<file path="src/rtl/cycle_sequencer.sv">
// T-cycle command decoder for the 2A03 instruction controller: reset/interrupt entry, RDY stalls.
// Define CYCLE_SEQ_JAM_EN to make the NMOS JAM opcodes halt the core; otherwise they run as 2-cycle NOPs.
module cycle_sequencer #(
   parameter int MAX_CYCLE = 6
) (
   input  logic       sys_clock,
   input  logic       rst_n,
   input  logic       clk_phase_1,
   input  logic       clk_phase_2,
   input  logic [7:0] IR_register,
   input  logic [2:0] cycle,
   input  logic       page_cross,
   input  logic       branch_taken,
   input  logic       nmi_pending,
   input  logic       irq_pending,
   input  logic       rdy,
   output logic       increment_cycle_counter,
   output logic       reset_cycle_counter,
   output logic       skip_cycle_counter,
   output logic       interrupt_flag,
   output logic [1:0] vector_sel,
   output logic       sync,
   output logic       halted
);

   localparam logic [2:0] MAX_C    = 3'(MAX_CYCLE);
   localparam logic [2:0] SEQ_LAST = 3'd6;

   typedef enum logic [1:0] {RESET_SEQ, RUN, INT_SEQ, JAM} state_t;

   typedef struct packed {
      logic [2:0] last;
      logic       fixup;
      logic [2:0] fix_at;
      logic       branch;
      logic [7:0] wr_mask;
   } op_info_t;

   // Timing is derived from the aaa/bbb/cc opcode fields rather than a 256-entry table.
   function automatic op_info_t decode_op(input logic [7:0] op);
      op_info_t   d;
      logic [2:0] aaa;
      logic [2:0] bbb;
      logic       store;
      logic       rmw;
      aaa    = op[7:5];
      bbb    = op[4:2];
      d      = '0;
      d.last = 3'd1;
      store  = 1'b0;
      rmw    = 1'b0;
      if (op[0]) begin
         store = (aaa == 3'b100) && (bbb != 3'b010);
         case (bbb)
            3'b000:  d.last = 3'd5;
            3'b001:  d.last = 3'd2;
            3'b010:  d.last = 3'd1;
            3'b011:  d.last = 3'd3;
            3'b100:  begin d.last = 3'd5; d.fixup = !store; d.fix_at = 3'd3; end
            3'b101:  d.last = 3'd3;
            default: begin d.last = 3'd4; d.fixup = !store; d.fix_at = 3'd2; end
         endcase
      end else if (op[1]) begin
         store = (aaa == 3'b100);
         rmw   = (aaa != 3'b100) && (aaa != 3'b101);
         case (bbb)
            3'b001:         d.last = rmw ? 3'd4 : 3'd2;
            3'b011, 3'b101: d.last = rmw ? 3'd5 : 3'd3;
            3'b111: begin
               d.last   = rmw ? 3'd6 : 3'd4;
               d.fixup  = !rmw && !store;
               d.fix_at = 3'd2;
            end
            default: begin store = 1'b0; rmw = 1'b0; end
         endcase
      end else begin
         store = (aaa == 3'b100);
         case (bbb)
            3'b000: begin
               store = 1'b0;
               case (aaa)
                  3'b000:         begin d.last = 3'd6; d.wr_mask = 8'b0001_1100; end
                  3'b001:         begin d.last = 3'd5; d.wr_mask = 8'b0001_1000; end
                  3'b010, 3'b011: d.last = 3'd5;
                  default:        d.last = 3'd1;
               endcase
            end
            3'b001: d.last = 3'd2;
            3'b010: begin
               store = 1'b0;
               case (aaa)
                  3'b000, 3'b010: begin d.last = 3'd2; d.wr_mask = 8'b0000_0100; end
                  3'b001, 3'b011: d.last = 3'd3;
                  default:        d.last = 3'd1;
               endcase
            end
            3'b011: begin
               if (aaa == 3'b010)      d.last = 3'd2;
               else if (aaa == 3'b011) d.last = 3'd4;
               else                    d.last = 3'd3;
            end
            3'b100:  begin store = 1'b0; d.branch = 1'b1; d.last = 3'd3; end
            3'b101:  d.last = 3'd3;
            3'b110:  begin store = 1'b0; d.last = 3'd1; end
            default: begin d.last = 3'd4; d.fixup = !store; d.fix_at = 3'd2; end
         endcase
      end
      if (store) d.wr_mask = d.wr_mask | (8'b1 << d.last);
      if (rmw)   d.wr_mask = d.wr_mask | (8'b1 << d.last) | (8'b1 << (d.last - 3'd1));
      return d;
   endfunction

   state_t   state_reg;
   op_info_t op_info;
   logic     end_of_op;
   logic     skip_hit;
   logic     write_cycle;
   logic     inc_reg;
   logic     rst_cmd_reg;
   logic     skip_reg;
   logic     int_flag_reg;
   logic [1:0] vector_reg;

   assign op_info   = decode_op(IR_register);
   assign end_of_op = (cycle == op_info.last)
                   || (op_info.branch && (cycle == 3'd1) && !branch_taken)
                   || (op_info.branch && (cycle == 3'd2) && !page_cross);
   assign skip_hit  = op_info.fixup && (cycle == op_info.fix_at) && !page_cross;

   // RDY cannot stall a bus write, so write cycles keep advancing.
   always_comb begin
      write_cycle = 1'b0;
      case (state_reg)
         RUN:     write_cycle = op_info.wr_mask[cycle];
         INT_SEQ: write_cycle = (cycle >= 3'd2) && (cycle <= 3'd4);
         default: write_cycle = 1'b0;
      endcase
   end

`ifdef CYCLE_SEQ_JAM_EN
   logic halted_reg;
   logic jam_op;
   assign jam_op = (IR_register[1:0] == 2'b10)
                && ((IR_register[4:2] == 3'b100) || ((IR_register[4:2] == 3'b000) && !IR_register[7]));
   assign halted = halted_reg;
`else
   assign halted = 1'b0;
`endif

   always_ff @(posedge sys_clock or negedge rst_n) begin
      if (!rst_n) begin
         state_reg    <= RESET_SEQ;
         inc_reg      <= 1'b0;
         rst_cmd_reg  <= 1'b1;
         skip_reg     <= 1'b0;
         int_flag_reg <= 1'b1;
         vector_reg   <= 2'd2;
`ifdef CYCLE_SEQ_JAM_EN
         halted_reg   <= 1'b0;
`endif
      end else if (clk_phase_2 && (rdy || write_cycle)) begin
         inc_reg     <= 1'b0;
         rst_cmd_reg <= 1'b0;
         skip_reg    <= 1'b0;
         case (state_reg)
            RESET_SEQ, INT_SEQ: begin
               if (cycle >= SEQ_LAST) begin
                  rst_cmd_reg  <= 1'b1;
                  int_flag_reg <= 1'b0;
                  state_reg    <= RUN;
               end else begin
                  inc_reg <= 1'b1;
               end
            end
            RUN: begin
               if (cycle > MAX_C) begin
                  rst_cmd_reg <= 1'b1;
               end
`ifdef CYCLE_SEQ_JAM_EN
               else if (jam_op && (cycle == 3'd1)) begin
                  state_reg  <= JAM;
                  halted_reg <= 1'b1;
               end
`endif
               else if (end_of_op) begin
                  rst_cmd_reg <= 1'b1;
                  if (nmi_pending || irq_pending) begin
                     int_flag_reg <= 1'b1;
                     vector_reg   <= nmi_pending ? 2'd1 : 2'd0;
                     state_reg    <= INT_SEQ;
                  end
               end else if (skip_hit) begin
                  skip_reg <= 1'b1;
               end else begin
                  inc_reg <= 1'b1;
               end
            end
            default: ;
         endcase
      end
   end

   assign increment_cycle_counter = inc_reg;
   assign reset_cycle_counter     = rst_cmd_reg;
   assign skip_cycle_counter      = skip_reg;
   assign interrupt_flag          = int_flag_reg;
   assign vector_sel              = vector_reg;
   assign sync                    = (cycle == 3'd0) && (state_reg == RUN);

endmodule

</file>
<file path="config.mk">
export PLATFORM = sky130hd
export DESIGN_NAME = cycle_sequencer
export DESIGN_NICKNAME = d
export VERILOG_FILES = /design/src/rtl/cycle_sequencer.sv
export SDC_FILE = /design/constraint.sdc
export NUM_CORES = 1
export LEC_CHECK = 0
export ABC_AREA = 1
export CAP_MARGIN = 20
export CORE_UTILIZATION = 50
export DETAILED_ROUTE_END_ITERATION = 8
export MAX_ROUTING_LAYER = met4
export PLACE_DENSITY = 0.8
export SLEW_MARGIN = 10
export SYNTH_ARGS = -nofsm -noshare
export SYNTH_HDL_FRONTEND = slang
export SYNTH_SLANG_ARGS = --single-unit
</file>
<file path="constraint.sdc">
create_clock -name sys_clock -period 3.7 [get_ports sys_clock]
set_input_delay 0.37 -clock sys_clock [delete_from_list [all_inputs] [get_ports sys_clock]]
set_output_delay 0.37 -clock sys_clock [all_outputs]
set_load 0.01 [all_outputs]
</file>
======== Word-level counts from Yosys, hierarchy flattened ========
Cells that the tools add are included.
storage, ports and cells
  bits in registers ....................... 8
  input bits .............................. 20
  logic and storage cells ................. 138
operators by class
  shift operators ......................... 2
  eq/ne operators ......................... 24
  mux-type cells .......................... 57
  reductions and logical operators ........ 39
  bitwise operators ....................... 4
  add/sub/neg operators ................... 1
  order comparisons ....................... 5
operators with widths
  kind                                              count
  2-to-1 mux 1 bit                                  25
  OR 8 bit                                          3
  2-to-1 mux 9 bit                                  2
  one-hot mux 3 bit (6 select lines)                1
  2-to-1 mux 8 bit                                  2
  one-hot mux 8 bit (2 select lines)                1
  left shift 1 x 3 -> 8 bit (first input constant)  2
  == test 3 x 2 -> 1 bit (second input constant)    5
  == test 3 bit (second input constant)             5
  2-to-1 mux 3 bit                                  5
  2-to-1 mux 7 bit                                  2
  logical AND 1 bit                                 12
  one-hot mux 3 bit (4 select lines)                1
  OR reduction 2 bit                                6
  2-to-1 mux 2 bit                                  5
  one-hot mux 5 bit (2 select lines)                1
  == test 3 x 1 -> 1 bit (second input constant)    3
  logical NOT 3 bit                                 3
  one-hot mux 3 bit (3 select lines)                1
  2-to-1 mux 4 bit                                  2
  != test 2 bit (second input constant)             4
  one-hot mux 1 bit (2 select lines)                4
  one-hot mux 2 bit (2 select lines)                2
  one-hot mux 4 bit (2 select lines)                1
  other kinds (24)                                  34

======== Logic depth before layout (Yosys ltp) ========
  depth in word-level cells ............... 19
  gate-level depth with buffers ........... 21
  gate-level depth less buffers ........... 20

======== Worst setup path before layout ========
OpenSTA, ideal clock, no wires.
  kind .................................... in2reg
  start ................................... in IR_register[2]
  end ..................................... reg state_reg[1]
  path slack .............................. 1718 ps
  buffers on the path ..................... 1
  stages on the path ...................... 15
  setup time .............................. 118 ps
  data arrival time ....................... 1863 ps
  cell sequence ........................... buf_6 nor2_2 nand2_1 o21ai_2 inv_2 nand2_2 xor2_2 nand3_2 o21ai_2 nor3b_4 nor2_2 nor2_4 nand3_2 nand2_1 nand2_1
between the ends
  word-level cells in the longest chain between the ends .. 17
  elaborated cells between the ends (all ways) .. 53
  classes of those cells .................. add/sub: 1; eq/ne: 10; shift: 2; mux: 21; bitwise: 3; reduce/logical: 16
RTL lines
  item                                                                                RTL line  text
  start: declaration                                                                  10        input logic [7:0] IR_register,
  parallel branches: the longest is 16 deep, another holds subtractor 3 x 1 -> 3 bit  --
  AND reduction 6 bit (no line) (*)                                                   --
  end signal: assignment                                                              152       state_reg <= RESET_SEQ;
  end signal: assignment                                                              170       state_reg <= RUN;
  end signal: assignment                                                              190       state_reg <= INT_SEQ;
  end: declaration                                                                    113       state_t state_reg;
Every way passes the cells marked *. The select of a mux whose other input is x is not followed.
A chain may end at the register's enable or synchronous reset.

======== Worst setup path in the final report ========
Same ends and word-level chain as after synthesis.

==> out/qor.txt <==
CTS buffer count: 3
Setup TNS Final: 0 ns
Share of cells above drive strength 1: 0.1682
Cell taking the most area after synthesis: nand2_1
Post-synthesis sequential element count: 8
Clock-pin slew on the worst setup and hold paths: 0.07 ns
WL per Instance: 12.14 µm
Total setup buffers inserted after CTS: 0
Mapped Area: 0.001202 mm²
Final Cycle Share: 0.7132
Crit Path Category: input port to flop
FP Rows: 17
Leakage power: 0.6897 nW
Worst Path Required: 3.85 ns
Total gr overflow: 0
Htree depth: 1
F_max: 0.3790 GHz
Clock root buffer master: clkbuf_4
Top-area cell type share of the netlist area: 0.1779
Mapped Nets: 222
Crit path DAT: 2.78 ns
Max Cap Viol: 0
Final setup viols: 0
Setup crit start kind: input port
Status: completed
Final #Nets: 245
Worst hold path class: input port to async pin
Iteration count of the initial detailed-routing pass: 4
Endpoint class of the critical path: flop
IR drop worst, VDD: 0.3741 mV
Vias in the first global route: 1233
Worst slew pin tran: 0.6612 ns
Tot GR Track Use: 0.2707
CTS tree: built
Num ports: 28
Ys Warns: 0
Die X: 51.04 µm
Area Growth Syn to Fin: 21.54%
Simple-Gate Fraction of Synth Area: 0.5193
Post-route worst setup slack: 1.061 ns
RSZ-0062 raised after global routing: no
Cell area power density: 376.2 mW/mm²
Total Wirelength: 3010 µm
Multiplexer area fraction after synthesis: 0
Post-route ant nets: 0
CORE AREA: 0.002233 mm²
Cell variety after synth: 35
Post-Synth Adder-Cell Area: 0.04162
Layout fillers: 216
Syn Area/Cell: 6.073 µm²
Largest family of logic cells by synthesized area: simple AND/OR/NAND/NOR gates
Pins over their slew limit: 0
Xor/xnor share of the synthesized area: 0.02810
PortBufs: 25
Sequential area share after synthesis: 0.1696
CTS Buffer Depth: 2
Die area: 0.002605 mm²
Ys flop type: dfrtp_1
Die Height: 51.04 µm
# clock sinks: 8
# DRC: 0
Syn Inst Count: 198
CP Max Fanout: 10
Number of synthesized flops with an enable pin: 0
CTS Hold Bufs: 0
Layout Skew: 0.01391 ns
Global-route wire length before repair: 5195 µm
Worst skew pair latency: 0.27 ns
Antenna violations before repair: 0
Fraction of the mapped netlist area in compound gates: 0.1113
Initial Utilization: 0.5384
Vias/cell: 5.391
Hold Vio Cnt, Final: 0
Relative slew slack: 0.5478
Asr flop ratio synth: 1.000
First-iteration detailed-routing DRC count: 54
CTS resizes: 0
Placer Congestion: 0.9155
Post-layout min period: 2.639 ns
Hpwl dp: 2459 µm
Routed via count: 1337
Top cells by area, synth: nand2_1 18%, dfrtp_1 10%, dfstp_2 6.6%, nor2_1 6.6%, inv_1 6.2%
Post-place setup slack: 0.8047 ns
ANT cells: 0
Pin count of the biggest net entering global routing: 11
final timing paths:
check                                from                 end  slack (ns)  cells past startpoint
min reg2reg                 vector_sel[1]       vector_sel[1]        0.45                      2
max reg2reg                  state_reg[1]        state_reg[1]        2.02                      9
max                        IR_register[2]        state_reg[1]        1.06                     18
min in group sys_clock      vector_sel[1]       vector_sel[1]        0.45                      2
max in group asynchronous           rst_n      interrupt_flag        3.02                      1
min                                 rst_n  skip_cycle_counter        0.37                      1
through the flow:
stage / cell area, µm² / total power, mW / hold slack, ns / utilization / cells
6_report: 1461 / 0.5498 / 0.3671 / 0.6543 / 248
2_1_floorplan: 1202 / 0.3650 / 0.07441 / - / 198
3_5_place_dp: 1435 / 0.4723 / 0.4465 / 0.6426 / 244
4_1_cts: 1461 / 0.5490 / 0.3809 / 0.6543 / 248
5_1_grt: 1461 / 0.5991 / 0.3965 / 0.6543 / 248
3_3_place_gp: 1435 / 0.4606 / 0.4447 / 0.6426 / 244
cell usage after synthesis (3+ instances only):
master	instances
inv_1	20
nand2_2	6
ha_1	4
nor2_2	5
nor3_1	4
nor2_1	21
nand3_1	13
a21oi_1	4
dfrtp_1	5
nand4_1	10
dfstp_2	3
inv_2	5
buf_4	3
o21ai_2	3
nand2_4	3
o21ai_1	5
o21ai_0	6
nand2_1	57
final cells by class:
class,instances,area [µm²],share of cell area
inverter,26,100.1,0.06849
multi-input combinational,157,845.8,0.5788
timing repair buffer,25,250.2,0.1712
sequential,8,203.9,0.1396
tap,28,35.03,0.02397
clock buffer,4,26.28,0.01798
kinds of logic after synthesis:
kind of cell / after synthesis
fa+ha+maj: 4
simple gates: 127
compound gates: 22
other cells: 1
xor+xnor: 3
buf+inv: 33
flops: 8
power by group:
part	switching (mW)	total [mW]	leakage (nW)	internal, mW
combinational	0.190	0.327	0.579	0.136
sequential	0.0215	0.147	0.0959	0.125
clock	0.0351	0.0766	0.0150	0.0415
total	0.247	0.550	0.690	0.303
routing by layer:
| layer | track usage | share of wire | vias up |
|---|---|---|---|
| li1 | - | - | 689 |
| met1 | 0.3547 | 0.48 | 590 |
| met2 | 0.4035 | 0.43 | 47 |
| met3 | 0.05952 | 0.059 | 11 |
| met4 | 0.1065 | 0.026 | 0 |
| met5 | - | 0 | - |
layout by cell type, fill, tap and decap left out, drive strengths merged, types with 2 or more instances in the layout:
master	synthesis	final
xor2	2	2
nand3	15	15
clkbuf	2	4
a21oi	5	5
nor4	3	3
nand4	10	10
nand2	66	66
o21ai	14	14
ha	4	4
nor2	27	27
inv	26	26
dfrtp	5	5
dfstp	3	3
nor3	4	4
clkdlybuf4s50	0	25
critical path, cell delays in order:
cell             delay (ns)
clkdlybuf4s50_1        0.75
nand2_1                0.14
a21oi_1                0.15
nand2_1                0.10
a21oi_1                0.31
nand3_1                0.12
nand2_1                0.07
nand2_1                0.05
nand2_1                0.06
nand2_1                0.05
nand2_1                0.06
nand3_1                0.08
nand2_1                0.09
nand2_1                0.09
nand2_4                0.11
nand3_2                0.09
nand2_1                0.07
nand2_1                0.04
Note: power is estimated with default switching activity, not from simulation.
